===== config.mk =====
export PLATFORM = sky130hd
export DESIGN_NAME = control_unit
export DESIGN_NICKNAME = d
export VERILOG_FILES = /design/src/rtl/control_unit.sv
export SDC_FILE = /design/constraint.sdc
export NUM_CORES = 1
export LEC_CHECK = 0
export BUFFER_PORTS_ARGS = -buffer_cell sky130_fd_sc_hd__buf_2
export CAP_MARGIN = 40
export CORE_ASPECT_RATIO = 1.5
export CORE_MARGIN = 8
export CORE_UTILIZATION = 30
export CTS_CLUSTER_SIZE = 8
export DETAILED_ROUTE_END_ITERATION = 10
export REMOVE_ABC_BUFFERS = 1
export SYNTH_ARGS = -nofsm -noshare
export SYNTH_HDL_FRONTEND = slang
export SYNTH_SLANG_ARGS = --single-unit

===== constraint.sdc =====
create_clock -name CLK -period 2.8 [get_ports CLK]
set_input_delay 0.56 -clock CLK [delete_from_list [all_inputs] [get_ports CLK]]
set_output_delay 0.56 -clock CLK [all_outputs]
set_load 0.005 [all_outputs]

===== src/rtl/control_unit.sv =====
// Multi-cycle fetch/decode/execute sequencer driving a register-file datapath control word.
// Optional HALT opcode (OP F) is enabled by defining CU_HALT_EN; otherwise OP F is a NOP.
module control_unit #(
    parameter logic [15:0] RESET_PC = 16'h0000
) (
    input  logic        CLK,
    input  logic        RESET,
    output logic        IMEM_REQ,
    output logic [15:0] IMEM_ADDR,
    input  logic        IMEM_ACK,
    input  logic [15:0] IMEM_RDATA,
    output logic [15:0] CTRWRD,
    output logic [15:0] Cin,
    input  logic        V,
    input  logic        C,
    input  logic        N,
    input  logic        Z,
    output logic        HALTED
);

    typedef enum logic [2:0] {
        S_IDLE,
        S_FETCH,
        S_EXEC,
        S_EXEC2,
        S_HALT
    } state_t;

    state_t      state_q, state_d;
    logic [15:0] pc_q, pc_d;
    logic [15:0] ir_q, ir_d;
    logic [3:0]  flags_q, flags_d;

    logic [3:0]  op;
    logic [2:0]  dr, sa, sb;
    logic [5:0]  imm6;
    logic        taken;

    logic [2:0]  da, aa, ba;
    logic        mb, md, rw;
    logic [3:0]  fs;
    logic [15:0] cin_w;

    assign op   = ir_q[15:12];
    assign dr   = ir_q[11:9];
    assign sa   = ir_q[8:6];
    assign sb   = ir_q[5:3];
    assign imm6 = ir_q[5:0];

    // flags_q holds {V, C, N, Z} as sampled at the end of the branch EXEC cycle
    always_comb begin
        case (dr)
            3'd0:    taken = flags_q[0];
            3'd1:    taken = flags_q[1];
            3'd2:    taken = flags_q[3];
            3'd3:    taken = flags_q[2];
            3'd4:    taken = 1'b1;
            default: taken = 1'b0;
        endcase
    end

    always_comb begin
        state_d = state_q;
        pc_d    = pc_q;
        ir_d    = ir_q;
        flags_d = flags_q;
        case (state_q)
            S_IDLE:  state_d = S_FETCH;
            S_FETCH: begin
                if (IMEM_ACK) begin
                    ir_d    = IMEM_RDATA;
                    pc_d    = pc_q + 16'd1;
                    state_d = S_EXEC;
                end
            end
            S_EXEC: begin
                case (op)
                    4'hD: state_d = S_EXEC2;
                    4'hE: begin
                        flags_d = {V, C, N, Z};
                        state_d = S_EXEC2;
                    end
`ifdef CU_HALT_EN
                    4'hF: state_d = S_HALT;
`endif
                    default: state_d = S_FETCH;
                endcase
            end
            S_EXEC2: begin
                if (op == 4'hE && taken) begin
                    pc_d = pc_q + {{10{imm6[5]}}, imm6};
                end
                state_d = S_FETCH;
            end
            S_HALT:  state_d = S_HALT;
            default: state_d = S_IDLE;
        endcase
    end

    always_ff @(posedge CLK or negedge RESET) begin
        if (!RESET) begin
            state_q <= S_IDLE;
            pc_q    <= RESET_PC;
            ir_q    <= '0;
            flags_q <= '0;
        end else begin
            state_q <= state_d;
            pc_q    <= pc_d;
            ir_q    <= ir_d;
            flags_q <= flags_d;
        end
    end

    // Control word is decoded from state, so an asynchronous reset zeroes it at once
    always_comb begin
        da    = '0;
        aa    = '0;
        ba    = '0;
        mb    = 1'b0;
        fs    = '0;
        md    = 1'b0;
        rw    = 1'b0;
        cin_w = '0;
        if (state_q == S_EXEC) begin
            if (op >= 4'h1 && op <= 4'hC) begin
                da = dr;
                aa = sa;
                ba = sb;
                rw = 1'b1;
            end
            case (op)
                4'h1: fs = 4'b0000;
                4'h2: fs = 4'b0001;
                4'h3: fs = 4'b0010;
                4'h4: fs = 4'b0101;
                4'h5: fs = 4'b1000;
                4'h6: fs = 4'b1001;
                4'h7: fs = 4'b1010;
                4'h8: fs = 4'b1011;
                4'h9: fs = 4'b1101;
                4'hA: fs = 4'b1110;
                4'hB: begin
                    mb    = 1'b1;
                    fs    = 4'b1100;
                    cin_w = {10'b0, imm6};
                end
                4'hC: begin
                    mb    = 1'b1;
                    fs    = 4'b0010;
                    cin_w = {10'b0, imm6};
                end
                4'hD:    aa = sa;
                4'hE:    aa = sa;
                default: ;
            endcase
        end else if (state_q == S_EXEC2 && op == 4'hD) begin
            da = dr;
            aa = sa;
            md = 1'b1;
            rw = 1'b1;
        end
    end

    assign CTRWRD    = {da, aa, ba, mb, fs, md, rw};
    assign Cin       = cin_w;
    assign IMEM_REQ  = (state_q == S_FETCH);
    assign IMEM_ADDR = pc_q;
`ifdef CU_HALT_EN
    assign HALTED    = (state_q == S_HALT);
`else
    assign HALTED    = 1'b0;
`endif

endmodule


# Word level (Yosys, flattened, before mapping)
# Cells that the tools add are included.
dict set report word_totals {
  register_bits 39
  output_inout_bits 50
}
dict set report classes {
  add_sub_neg 2
  n_lt_le_gt_ge 2
  eq_ne 23
  mux 26
  n_reduce_logical 13
}
# operator n
set ops {}
lappend ops {{one-hot mux 4 bit (10 select lines)} 1}
lappend ops {{two-way mux 16 bit} 2}
lappend ops {{one-hot mux 16 bit (2 select lines)} 1}
lappend ops {{two-way mux 3 bit} 10}
lappend ops {{== test 4 bit, second input constant} 7}
lappend ops {{adder 16 x 1 -> 16 bit, second input constant} 1}
lappend ops {{adder 16 bit} 1}
lappend ops {{== test 4 x 3 -> 1 bit, second input constant} 4}
lappend ops {{== test 3 x 2 -> 1 bit, second input constant} 4}
lappend ops {{two-way mux 6 bit} 2}
lappend ops {{one-hot mux 3 bit (4 select lines)} 1}
lappend ops {{== test 4 x 2 -> 1 bit, second input constant} 2}
lappend ops {{OR reduction 2 bit} 4}
lappend ops {{== test 3 x 1 -> 1 bit, second input constant} 2}
lappend ops {{== test 3 bit, second input constant} 2}
lappend ops {{logical NOT 3 bit} 2}
lappend ops {{two-way mux 1 bit} 6}
lappend ops {{one-hot mux 1 bit (5 select lines)} 1}
lappend ops {{>= comparator 4 x 1 -> 1 bit, second input constant} 1}
lappend ops {{less-or-equal comparator 4 bit, second input constant} 1}
lappend ops {{two-way mux 4 bit} 1}
lappend ops {{AND reduction 2 bit} 2}
lappend ops {{logical AND 1 bit} 3}
lappend ops {{AND reduction 3 bit} 1}
lappend ops {{other kinds (4)} 4}

# Logic depth before layout (Yosys ltp)
dict set report logic_depth {
  word_depth 5
  mapped_depth 11
  ltp_nobuf 10
}

# Worst setup path after synthesis
# OpenSTA, ideal clock, no wires.
dict set report synth_timing {
  path_kind {reg-to-reg}
  from {reg state_q[1]}
  to {reg pc_q[12], in the netlist IMEM_ADDR[12]}
  setup_time_ns 0.079
  arrival_ns 2.709
  required_ns 2.721
  path_slack_ns 0.011
  path_stages_with_launch 11
  path_buffers 0
  synth_period_minus_slack_ns 2.789
  cell_sequence {dfrtp_1 -> inv_1 -> nor3_1 -> nand2b_1 -> ha_1 -> fa_1 -> a211oi_1 -> o21bai_1 -> or4_1 -> a21oi_1 -> xor2_1}
}
dict set report synth_via {
  elab_chain_cells 3
  elab_cells_between_ends 7
  cone_classes {eq/ne (4); mux (1); reduce/logical (2)}
}
# item line_no
set synth_rtl {}
lappend synth_rtl {{start, declared} 29} ;# state_t state_q, state_d;
lappend synth_rtl {{start signal, assigned} 107} ;# state_q <= state_d;
lappend synth_rtl {{== test 3 x 2 -> 1 bit / == test 3 x 1 -> 1 bit (equally long branches)} 67} ;# case (state_q)
lappend synth_rtl {{inequality test 2 bit (no source line) (tied with other cells)} n/a}
lappend synth_rtl {{AND reduction 3 bit (no source line)} n/a}
lappend synth_rtl {{end signal, assigned} 108} ;# pc_q <= pc_d;
lappend synth_rtl {{end, declared} 30} ;# logic [15:0] pc_q, pc_d;
# Parallel ways exist; a longest one is shown, timed or not.
# A chain may end at the register's enable or synchronous reset.

# Final worst setup path
# Same ends and word-level chain as after synthesis.

==> flow_results.xml <==
<?xml version="1.0" encoding="UTF-8"?>
<metrics>
  <group name="run_status">
    <metric name="status" unit="">completed</metric>
  </group>
  <group name="critical_path">
    <metric name="rr_endpoint" unit="">IMEM_ADDR[12]</metric>
    <metric name="critical_path_buf_inv_count" unit="">1</metric>
    <metric name="worst_r2r_path_depth" unit="">10</metric>
    <metric name="cell_at_the_slowest_stage_of_the_critical_path" unit="">sky130_fd_sc_hd__fa_1</metric>
    <metric name="cp_cell_sequence" unit="">inv_1 &gt; nor3_4 &gt; nand2b_1 &gt; ha_1 &gt; fa_1 &gt; a211oi_2 &gt; o21bai_2 &gt; or4_1 &gt; a21oi_1 &gt; xor2_1</metric>
    <metric name="cp_launch_type" unit="">flip-flop</metric>
    <metric name="cp_data_arrival_time" unit="ns">2.83</metric>
    <metric name="path_max_fanout" unit="">5</metric>
    <metric name="worst_r2r_startpoint" unit="">state_q[1]</metric>
    <metric name="timing.critical_path.depth" unit="">10</metric>
    <metric name="r2r_setup_slack" unit="ns">0.17</metric>
    <metric name="path_class" unit="">flip-flop to flip-flop</metric>
    <metric name="crit_end_category" unit="">flip-flop</metric>
    <metric name="cpPeakStageDelay" unit="ns">0.42</metric>
    <metric name="cell_family_with_the_largest_share_of_critical_path_delay" unit="">simple AND/OR/NAND/NOR gates</metric>
    <metric name="required_arrival_time_at_the_worst_endpoint" unit="ns">3.01</metric>
  </group>
  <group name="die">
    <metric name="initial_util" unit="%">30.7</metric>
    <metric name="core_region_area" unit="mm^2">0.00796</metric>
    <metric name="floorplan.die.width" unit="um">89.7</metric>
    <metric name="row_count" unit="">40</metric>
    <metric name="die_area" unit="mm^2">0.0113</metric>
    <metric name="num_io_pins" unit="">73</metric>
    <metric name="die_y" unit="um">127</metric>
  </group>
  <group name="global_route">
    <metric name="first_global_vias" unit="">2277</metric>
    <metric name="antenna_found_initial" unit="">0</metric>
    <metric name="grt_max_degree" unit="">29</metric>
    <metric name="grt_first_pass_wirelength" unit="um">11000</metric>
    <metric name="global_route_total_overflow" unit="">0</metric>
    <metric name="track_usage" unit="%">12.3</metric>
  </group>
  <group name="synth">
    <metric name="yosys_warnings" unit="">0</metric>
    <metric name="postSynthCellCount" unit="">261</metric>
    <metric name="synth_mux_area_share" unit="%">8.70</metric>
    <metric name="synthSimpleGateAreaFrac" unit="%">22.6</metric>
    <metric name="synthXorXnorAreaFrac" unit="%">5.38</metric>
    <metric name="synth_area" unit="mm^2">0.00244</metric>
    <metric name="yosys.area_share.adder" unit="%">3.38</metric>
    <metric name="synth_edf_count" unit="">0</metric>
    <metric name="yosys_register_bits" unit="">39</metric>
    <metric name="yosysUniqueCellTypes" unit="">50</metric>
    <metric name="main_combinational_cell_family_by_area_after_synthesis" unit="">simple AND/OR/NAND/NOR gates</metric>
    <metric name="yosysSeqAreaShare" unit="%">39.9</metric>
    <metric name="synthFlopType" unit="">sky130_fd_sc_hd__dfrtp_1</metric>
    <metric name="synth_area_per_cell" unit="um^2">9.36</metric>
    <metric name="synth-compound-area-share" unit="%">12.6</metric>
    <metric name="synth_async_sr_flop_share" unit="%">100</metric>
  </group>
  <group name="detailed_routing">
    <metric name="detail_route.drc_violations" unit="">0</metric>
    <metric name="vias" unit="">2215</metric>
    <metric name="drt_iter0_drc" unit="">59</metric>
    <metric name="final_antenna_net_count" unit="">0</metric>
    <metric name="routed_wirelength" unit="um">6680</metric>
    <metric name="vias_per_cell" unit="">5.03</metric>
    <metric name="post_drt_wl_per_cell" unit="um">15.2</metric>
    <metric name="first_pass_iteration_count_of_the_detailed_router" unit="">4</metric>
  </group>
  <group name="timing">
    <metric name="hold_viol" unit="">0</metric>
    <metric name="min_period" unit="ns">2.63</metric>
    <metric name="hold-worst-slack" unit="ns">0.161</metric>
    <metric name="achievable-frequency" unit="GHz">0.381</metric>
    <metric name="final_min_period_over_clock_period" unit="%">93.8</metric>
    <metric name="finalSetupViolations" unit="">0</metric>
    <metric name="timing.final.max_slew_violations" unit="">0</metric>
    <metric name="final.setup_skew" unit="ns">0.00597</metric>
  </group>
  <group name="run">
    <metric name="maxCapViolations" unit="">0</metric>
  </group>
  <group name="cts">
    <metric name="cts.htree.levels" unit="">2</metric>
    <metric name="tritoncts.num_buffers" unit="">5</metric>
    <metric name="worst_setup_hold_path_clk_slew" unit="ns">0.06</metric>
    <metric name="cts.sinks" unit="">39</metric>
    <metric name="cts_buffer_depth" unit="">2</metric>
    <metric name="cts_tree" unit="">built</metric>
    <metric name="root_buffer" unit="">sky130_fd_sc_hd__clkbuf_16</metric>
    <metric name="clock_insertion_delay_worst_skew" unit="ns">0.28</metric>
  </group>
  <group name="placement">
    <metric name="place_area" unit="mm^2">0.00290</metric>
    <metric name="dp_hpwl" unit="um">5010</metric>
    <metric name="routabilityCongestion" unit="">0.826</metric>
    <metric name="dp_cells" unit="">430</metric>
    <metric name="place.port_buffers" unit="">61</metric>
  </group>
  <group name="finish">
    <metric name="syn2layout_area_growth" unit="%">26.5</metric>
    <metric name="finalInstanceArea" unit="mm^2">0.00309</metric>
    <metric name="leading_cell_types_in_the_layout_fill_and_taps_excluded" unit="">61 x sky130_fd_sc_hd__buf_2, 39 x sky130_fd_sc_hd__dfrtp_1, 21 x sky130_fd_sc_hd__a21oi_1</metric>
    <metric name="number_of_standard_cells_in_the_final_layout_excluding_fillers" unit="">440</metric>
    <metric name="post_route_cells_drive_above_1_share" unit="%">34.9</metric>
    <metric name="final_common_cell" unit="">sky130_fd_sc_hd__buf_2</metric>
    <metric name="nNetsFinal" unit="">363</metric>
    <metric name="diodes" unit="">0</metric>
    <metric name="finish.utilization" unit="%">38.8</metric>
  </group>
  <group name="min_path">
    <metric name="hold_path_class" unit="">input pin to async pin</metric>
  </group>
  <group name="power_and_ir_drop">
    <metric name="total_power" unit="uW">2410</metric>
    <metric name="max_rail_drop_vdd" unit="uV">380</metric>
    <metric name="power.leakage" unit="uW">0.00149</metric>
    <metric name="power.density" unit="mW/mm^2">780</metric>
  </group>
</metrics>
how the worst max path moves through the flow:
stage	startpoint	endpoint	slack, ns
final	state_q[1]	IMEM_ADDR[12]	0.17
after global routing	state_q[1]	IMEM_ADDR[14]	-0.003
after CTS	state_q[1]	IMEM_ADDR[12]	0.05
after detailed placement	state_q[1]	IMEM_ADDR[12]	0.007
after global placement	state_q[1]	IMEM_ADDR[12]	0.04
after floorplan	state_q[0]	IMEM_ADDR[12]	-0.03
cells in the mapped netlist (all sizes together), types with 2 or more instances:
master,n,area (um^2)
dfrtp,39,976
a21oi,23,119
nor2,20,75.1
buf,18,131
mux2,18,203
nand2,16,60.1
and2,14,88.8
o21ai,13,65.1
xor2,13,114
nor3,9,45.0
inv,8,30.0
or3,8,56.3
nand3,7,35.0
nand4,6,37.5
ha,5,62.6
clkbuf,4,15.0
or4,4,30.0
a211oi,3,22.5
a21o,3,23.8
and3,3,18.8
nand2b,3,18.8
nand4b,2,23.8
nor2b,2,12.5
o2111ai,2,23.8
o211ai,2,15.0
or2,2,12.5
xnor2,2,17.5
cells by family after synthesis:
logic type | after synthesis
other | 1
xor gates and xnor gates | 15
buffers and inverters | 30
muxes | 19
DFF | 39
AOI/OAI and AO/OA | 51
and+or+nand+nor | 100
adders and majority gates | 6
report_power, final:
group	total [uW]	switching [uW]	internal, uW
logic	901	463	438
registers	943	202	741
clock network	567	239	328
state kept, by name (all words and copies together), names as in the netlist:
signal and count:
ir_q 16, flags_q 4, state_q 3, IMEM_ADDR 16
area by class of cell:
| class | instances | area [um^2] |
|---|---|---|
| repair buffers | 77 | 442 |
| clock inverters | 3 | 20.0 |
| fillers | 801 | 4870 |
| well taps | 105 | 131 |
| flip-flops and latches | 39 | 976 |
| inverters | 8 | 30.0 |
| clock buffers | 5 | 125 |
| multi-input cells | 203 | 1370 |
worst reg2reg max path, stage by stage, from the launching register on:
cell and delay [ns]:
sky130_fd_sc_hd__dfrtp_1 0.35, sky130_fd_sc_hd__inv_1 0.11, sky130_fd_sc_hd__nor3_4 0.22, sky130_fd_sc_hd__nand2b_1 0.08, sky130_fd_sc_hd__ha_1 0.22, sky130_fd_sc_hd__fa_1 0.42
sky130_fd_sc_hd__a211oi_2 0.27, sky130_fd_sc_hd__o21bai_2 0.14, sky130_fd_sc_hd__or4_1 0.41, sky130_fd_sc_hd__a21oi_1 0.19, sky130_fd_sc_hd__xor2_1 0.15
routing by layer:
metal | track usage (%) | routed length, um
met5 | 0 | 0
met4 | 4.72 | 156
met3 | 2.91 | 422
met2 | 21.5 | 3460
met1 | 13.5 | 2640
through the flow:
| step | setup TNS, ns | worst slack (ns) |
|---|---|---|
| 2_1_floorplan | -0.0458 | -0.0313 |
| 3_5_place_dp | 0 | 0.00654 |
| 5_1_grt | -0.00342 | -0.00342 |
| 4_1_cts | 0 | 0.0480 |
| 3_3_place_gp | 0 | 0.0436 |
| 6_report | 0 | 0.173 |
repair_timing:
action                                  4_1_cts  5_1_grt
setup buffers                                 0        1
gates cloned                                  0        1
gates resized for setup                       1        8
hold buffers                                  0        0
pin swaps                                     0        2
endpoints found under the setup margin        3       12
Power figures use the tool's default switching activity.
